[config.mk]
export PLATFORM = sky130hd
export DESIGN_NAME = scarv_cpu_cop_issue
export DESIGN_NICKNAME = d
export VERILOG_FILES = /design/src/rtl/scarv_cpu_cop_issue.sv
export SDC_FILE = /design/constraint.sdc
export NUM_CORES = 1
export LEC_CHECK = 0
export BUFFER_PORTS_ARGS = -buffer_cell sky130_fd_sc_hd__buf_2
export CORE_MARGIN = 8
export CORE_UTILIZATION = 53
export CTS_BUF_LIST = sky130_fd_sc_hd__clkbuf_8
export DETAILED_ROUTE_END_ITERATION = 7
export PLACE_DENSITY = 0.87
export SETUP_SLACK_MARGIN = 0.4
export SYNTH_ARGS = -nofsm -noshare
export SYNTH_HDL_FRONTEND = slang
export SYNTH_SLANG_ARGS = --single-unit
[constraint.sdc]
create_clock -name g_clk -period 3.4 [get_ports g_clk]
set_input_delay 0.34 -clock g_clk [delete_from_list [all_inputs] [get_ports g_clk]]
set_output_delay 0.34 -clock g_clk [all_outputs]
set_load 0.02 [all_outputs]
[src/rtl/scarv_cpu_cop_issue.sv]
// CPU-side issuer for the coprocessor instruction interface: one ISE instruction
// in flight, request/ack into the coprocessor, finish capture, flush and watchdog.
module scarv_cpu_cop_issue #(
  parameter int TIMEOUT_CYCLES = 1024,
  parameter int TO_W           = 16
) (
  input  logic        g_clk,
  input  logic        g_resetn,
  input  logic        ex_valid,
  output logic        ex_ready,
  input  logic [31:0] ex_insn,
  input  logic [31:0] ex_rs1,
  input  logic        flush,
  output logic        wb_valid,
  input  logic        wb_ready,
  output logic        wb_rd_wen,
  output logic [4:0]  wb_rd,
  output logic [31:0] wb_wdata,
  output logic [2:0]  wb_result,
  output logic        wb_exception,
  output logic        cpu_insn_req,
  input  logic        cop_insn_ack,
  output logic [31:0] cpu_insn_enc,
  output logic [31:0] cpu_rs1,
  input  logic        cop_insn_finish,
  output logic        cpu_insn_ack,
  input  logic        cop_wen,
  input  logic [4:0]  cop_waddr,
  input  logic [31:0] cop_wdata,
  input  logic [2:0]  cop_result,
  output logic        busy,
  output logic        stray_finish
);

  typedef enum logic [2:0] {S_IDLE, S_REQ, S_WAIT, S_RSP, S_DRAIN} state_t;

  localparam logic [TO_W-1:0] TO_LIM = TO_W'(TIMEOUT_CYCLES);

  state_t          state_q, state_d;
  logic [31:0]     enc_q, enc_d;
  logic [31:0]     rs1_q, rs1_d;
  logic            kill_q, kill_d;
  logic            acked_q, acked_d;
  logic            to_q, to_d;
  logic [TO_W-1:0] wd_q, wd_d;
  logic            wen_q, wen_d;
  logic [4:0]      waddr_q, waddr_d;
  logic [31:0]     wdata_q, wdata_d;
  logic [2:0]      res_q, res_d;

  logic [TO_W-1:0] wd_inc;
  logic            wd_hit;
  logic            kill_now;

  // Saturating watchdog; a zero limit never fires.
  assign wd_inc   = (&wd_q) ? wd_q : wd_q + 1'b1;
  assign wd_hit   = (TIMEOUT_CYCLES != 0) && (wd_inc >= TO_LIM);
  assign kill_now = kill_q | flush;

  always_ff @(posedge g_clk or negedge g_resetn) begin
    if (!g_resetn) begin
      state_q <= S_IDLE;
      enc_q   <= '0;
      rs1_q   <= '0;
      kill_q  <= 1'b0;
      acked_q <= 1'b0;
      to_q    <= 1'b0;
      wd_q    <= '0;
      wen_q   <= 1'b0;
      waddr_q <= '0;
      wdata_q <= '0;
      res_q   <= '0;
    end else begin
      state_q <= state_d;
      enc_q   <= enc_d;
      rs1_q   <= rs1_d;
      kill_q  <= kill_d;
      acked_q <= acked_d;
      to_q    <= to_d;
      wd_q    <= wd_d;
      wen_q   <= wen_d;
      waddr_q <= waddr_d;
      wdata_q <= wdata_d;
      res_q   <= res_d;
    end
  end

  always_comb begin
    state_d = state_q;
    enc_d   = enc_q;
    rs1_d   = rs1_q;
    kill_d  = kill_q;
    acked_d = acked_q;
    to_d    = to_q;
    wd_d    = wd_q;
    wen_d   = wen_q;
    waddr_d = waddr_q;
    wdata_d = wdata_q;
    res_d   = res_q;
    case (state_q)
      S_IDLE: begin
        if (ex_valid) begin
          enc_d   = ex_insn;
          rs1_d   = ex_rs1;
          kill_d  = 1'b0;
          acked_d = 1'b0;
          to_d    = 1'b0;
          wd_d    = '0;
          state_d = S_REQ;
        end
      end
      S_REQ, S_WAIT: begin
        wd_d = wd_inc;
        if (flush) kill_d = 1'b1;
        if (state_q == S_REQ && cop_insn_ack) acked_d = 1'b1;
        // A finish in the limit cycle beats the watchdog.
        if (cop_insn_finish && (state_q == S_WAIT || cop_insn_ack)) begin
          if (kill_now) begin
            state_d = S_IDLE;
          end else begin
            wen_d   = cop_wen;
            waddr_d = cop_waddr;
            wdata_d = cop_wdata;
            res_d   = cop_result;
            state_d = S_RSP;
          end
        end else if (wd_hit) begin
          if (kill_now) begin
            state_d = S_DRAIN;
          end else begin
            wen_d   = 1'b0;
            waddr_d = '0;
            wdata_d = '0;
            res_d   = 3'b111;
            to_d    = 1'b1;
            state_d = S_RSP;
          end
        end else if (state_q == S_REQ && cop_insn_ack) begin
          state_d = S_WAIT;
        end
      end
      S_RSP: begin
        if (flush || wb_ready) state_d = to_q ? S_DRAIN : S_IDLE;
      end
      S_DRAIN: begin
        if (!acked_q || cop_insn_finish) state_d = S_IDLE;
      end
      default: state_d = S_IDLE;
    endcase
  end

  always_comb begin
    ex_ready     = (state_q == S_IDLE);
    busy         = (state_q != S_IDLE);
    cpu_insn_req = (state_q == S_REQ);
    wb_valid     = (state_q == S_RSP);
    stray_finish = (state_q == S_DRAIN) && acked_q && cop_insn_finish;
    cpu_insn_ack = ((state_q == S_REQ) && cop_insn_ack && cop_insn_finish) ||
                   ((state_q == S_WAIT) && cop_insn_finish) ||
                   stray_finish;
    cpu_insn_enc = enc_q;
    cpu_rs1      = rs1_q;
    wb_rd_wen    = wen_q && (res_q == 3'd0);
    wb_rd        = waddr_q;
    wb_wdata     = wdata_q;
    wb_result    = res_q;
    wb_exception = |res_q;
  end

endmodule
Word-level counts from Yosys, hierarchy flattened
Cells that the tools add are included.

word-level totals
  input bits = 112
  logic and storage cells = 94
  output and inout port bits = 112
  register bits after elaboration = 127

cells by class
  $lt $le $gt $ge = 1
  reduce and logical (&&, ||, !) cells = 28
  eq/ne operators = 13
  multiplexer cells = 38
  bitwise gates (word level) = 2
  $add $sub $neg = 1

operator list
  cell                     number
  $mux W32                 4
  $mux W3                  12
  $mux W16                 2
  $pmux W16 S2             1
  $mux W5                  4
  $add A16 B1 Y16 const B  1
  $ge A16 B11 Y1 const B   1
  $reduce_and A16 Y1       1
  $ne A2 B2 Y1 const B     7
  $pmux W3 S4              1
  $mux W1                  10
  $reduce_and A3 Y1        3
  $logic_and A1 B1 Y1      7
  $eq A3 B2 Y1 const B     2
  $logic_not A3 Y1         2
  $pmux W1 S2              3
  $logic_or A1 B1 Y1       5
  $reduce_and A5 Y1        1
  $ne A4 B4 Y1 const B     1
  $reduce_and A2 Y1        2
  $reduce_and A4 Y1        1
  $reduce_bool A2 Y1       2
  $eq A3 B1 Y1 const B     1
  $eq A3 B3 Y1 const B     1
  other kinds (8)          8

Longest topological paths before layout
  word-level depth = 6
  gate-level depth with buffers = 8
  gate-level depth less buffers = 8

Least setup slack after synthesis
No wires, ideal clock.

  kind = reg-to-reg
  start = register state_q[1]
  end = register wd_q[6]
  setup slack = 1.232 ns
  arrival time = 2.090 ns
  setup time = 0.078 ns
  stages on the path, launching flop included = 9
  clock period less this slack = 2.168 ns
  path buffers = 0
  data required time = 3.322 ns
  cells stage by stage = dfrtp_1 nor2_1 nand2_1 inv_1 nand2_2 a21oi_2 nand4_1 or3_1 a21oi_1

on the way
  elaborated cells between the ends (all ways) = 8
  classes of those cells = 3 x eq/ne; 1 x mux; 4 x reduce/logical

RTL lines
  what                                                          line  RTL
  from (decl)                                                   39    state_t state_q, state_d;
  from (signal assigned)                                        74    state_q <= state_d;
  $logic_not A3 Y1 *                                            --
  net ex_ready                                                  10    output logic ex_ready,
  $ne A2 B2 Y1 (no line) or $reduce_bool A2 Y1 (tied branches)  --
  $reduce_and A2 Y1 (no line)                                   --
  to (signal assigned)                                          80    wd_q <= wd_d;
  to (decl)                                                     45    logic [TO_W-1:0] wd_q, wd_d;

The timed path passes the listed nets; every way through them passes the cells marked *.
A chain may end at the register's enable or synchronous reset.

Final worst setup path
  start = register wd_q[3]
  end = register wdata_q[25], in the netlist wb_wdata[25]

on the way
  longest elaborated chain between the ends = 5
  elaborated cells between the ends (all ways) = 6
  classes of those cells = 1 x add/sub; 1 x order compare; 1 x mux; 3 x reduce/logical

RTL lines
  what                                                   line  RTL
  $add A16 B1 Y16 or $reduce_and A16 Y1 (tied branches)  56    assign wd_inc = (&wd_q) ? wd_q : wd_q + 1'b1;
  $mux W16 *                                             56
  $ge A16 B11 Y1 *                                       57    assign wd_hit = (TIMEOUT_CYCLES != 0) && (wd_inc >= TO_LIM);
  $reduce_bool A2 Y1 (no line) *                         --
  $reduce_and A3 Y1 (no line) *                          --
  to (signal assigned)                                   83    wdata_q <= wdata_d;
  to (decl)                                              48    logic [31:0] wdata_q, wdata_d;

Mark *: on every way between the ends. The rest lies on a longest branch, timed or not.

==> reports/metrics.yaml <==
maxCapViolations: 0
die_w_um: 116
synth_seq_cells: 127
hold_class: "input port to async pin"
synth_nets: 650
setup_viol: 0
required_ns: 3.75
cts_tree: "yes"
cts.path.max_buffers: 2
crit_path_cell_trace: "nand4_1 -> nor3_2 -> mux2_2 -> a211o_1 -> o21ai_4 -> buf_4 -> a22o_1"
cp_slowest_cell: "dfrtp_1"
post-route-min-period_ns: 2.62
crit_family: "compound AO/OA/AOI/OAI gates"
overflow: 0
fp.coreArea_mm2: 0.00973
avgSynthCellArea_um2: 9.85
max_freq_mhz: 381
synth_area_mm2: 0.00529
fin_worst_skew_ns: 0.0142
numCtsBuffers: 17
r2r_end: "wb_wdata[25]"
path_max_fanout: 41
antenna_found_initial: 0
crit_buf_inv: 1
vias_per_cell: 5.24
worstPathArrival_ns: 2.98
cts_setup_buffers: 0
r2r_slack_ns: 0.78
status: "finished, final reports clean"
synth_top_area_frac: 0.601
vdd_drop_max_mv: 0.542
synth_top_area_cell: "dfrtp_1"
crit_path_end_kind: "flop"
ctsResizeCount: 0
start_util: 0.544
tightest_slew_ns: 0.867
grt_util_all_layers: 0.229
drc: 0
hpwlAfterDp_um: 11000
grt_pass1_wl_um: 23900
place.gp.congestion: 0.927
slew_headroom: 0.422
dr.pass1.iters: 6
std_cell_rows: 36
final.setup.tns_ns: 0
vias: 4718
htree_levels: 4
r2r_start: "wd_q[3]"
finalCritPeriodShare: 0.771
antenna_cells_inserted: 0
critPathMaxStageDelay_ns: 0.51
rsz0062_at_grt: "false"
drive_gt1_frac: 0.351
routed_wire_length_per_instance_um: 16.7
ys_types: 48
synth.most_common_cell: "nand2_1"
grt_pass1_vias: 4887
final_core_util: 0.711
ys_warn_count: 0
netlist_instances: 537
critPathCapture: "wb_wdata[25]"
ys_async_sr_fraction: 1.00
dieHeight_um: 116
ioPinCount: 224
start_kind: "flop"
syn2layout_area_growth_pct: 30.8
insertion_delay_ns: 0.43
ys_seq_area_frac: 0.601
root_buffer: "clkbuf_8"
drv_slew: 0
n_fill_cell: 727
synthTopCellsByCount: "nand2_1, dfrtp_1, a22o_1"
path_class: "flop to flop"
clk_pin_slew_worst_paths_ns: 0.08
p_leak_nw: 3.89
synth_edf_count: 0
portBuffers: 223
drtAntennaViolNets: 0
startpoint: "wd_q[3]"
drt_iter0_markers: 327
dp_slack_ns: 0.815
cts.sinks: 127
cellPowerDensity_mw_per_mm2: 975
drt_wl_total_um: 15000
hold_viol_final: 0
dieArea_mm2: 0.0134
ctsHoldBuffers: 0
worst_slack_ns: 0.777
fin_nets: 867
synth.area.top_cells: "dfrtp_1, nand2_1, a22o_1, nor2_1, clkbuf_1"
worst-path-stages: 7
r2r_cells: 7
synth_flop_cell: "dfrtp_1"
grt_max_degree: 70
power by group:
group | leakage, nW | internal, mW | switching (mW)
Combinational | 2.07 | 0.971 | 1.86
Sequential | 1.61 | 2.16 | 0.375
Clock | 0.217 | 0.789 | 0.603
layout make-up:
cell class                 instances  area [um^2]  share of cell area
tap                              133          166              0.0240
multi-input combinational        369         1920               0.278
inverter                          11         41.3             0.00597
sequential                       127         3180               0.459
clock inverter                    12          158              0.0228
clock buffer                      20          275              0.0398
timing repair buffer             228         1180               0.171
metal layers:
metal / vias to the layer above / track usage / routed length, um
met2: 212 / 0.370 / 7320
met4: 0 / 0.0994 / 280
met5: - / 0 / 0
li1: 2218 / - / -
met1: 2265 / 0.264 / 5900
met3: 23 / 0.0917 / 1540
state kept, by name (all words and copies together), names as in the netlist, 3 cells and up:
name          flops
wb_result         3
cpu_rs1          32
state_q           3
wb_wdata         32
wb_rd             5
wd_q             16
cpu_insn_enc     32
cell families (layout without fill, tap and decap cells):
| kind of cell | count (synthesis) | after routing | share of synthesized area |
|---|---|---|---|
| compound gates | 69 | 69 | 0.105 |
| xor+xnor | 9 | 9 | 0.0149 |
| simple gates | 284 | 284 | 0.229 |
| flops | 127 | 127 | 0.601 |
| mux | 6 | 6 | 0.0116 |
| buf+inv | 41 | 271 | 0.0362 |
| fa+ha+maj | 1 | 1 | 0.00237 |
metrics by stage:
stage / cells / hold slack (ns) / power, mW / cell area (um^2)
after floorplan: 537 / 0.0444 / 4.32 / 5290
after global placement: 868 / 0.453 / 5.28 / 6490
after detailed placement: 868 / 0.457 / 5.40 / 6490
after CTS: 900 / 0.0316 / 6.82 / 6920
after global routing: 900 / 0.0634 / 7.19 / 6920
final: 900 / 0.0178 / 6.75 / 6920
worst min-delay path by stage:
stage / endpoint / start / slack (ns)
floorplan: acked_q / g_resetn / 0.04
global placement: cpu_rs1[13] / cpu_rs1[13] / 0.45
detailed placement: cpu_rs1[21] / cpu_rs1[21] / 0.46
CTS: acked_q / g_resetn / 0.03
global route: state_q[2] / g_resetn / 0.06
finish: acked_q / g_resetn / 0.02
cells in the final DEF (no fill, tap or decap), types with 2 or more instances in the layout:
cell        instances
a21oi_1             8
nand4_1            10
inv_6               2
clkinvlp_4          2
nand2_1           203
nor2_1             30
buf_12              2
and3_1              5
a22o_1             39
mux2i_1             5
nor3_1              6
o21ai_0             5
nor2b_1             3
bufinv_16           3
buf_2             222
dfrtp_1           127
nand3_1            12
and2_1              3
inv_1              12
xnor2_1             2
clkbuf_8           20
xor2_1              7
buf_4               4
a211oi_1            4
clkinv_4            3
o31ai_1             2
Power figures use the tool's default switching activity.
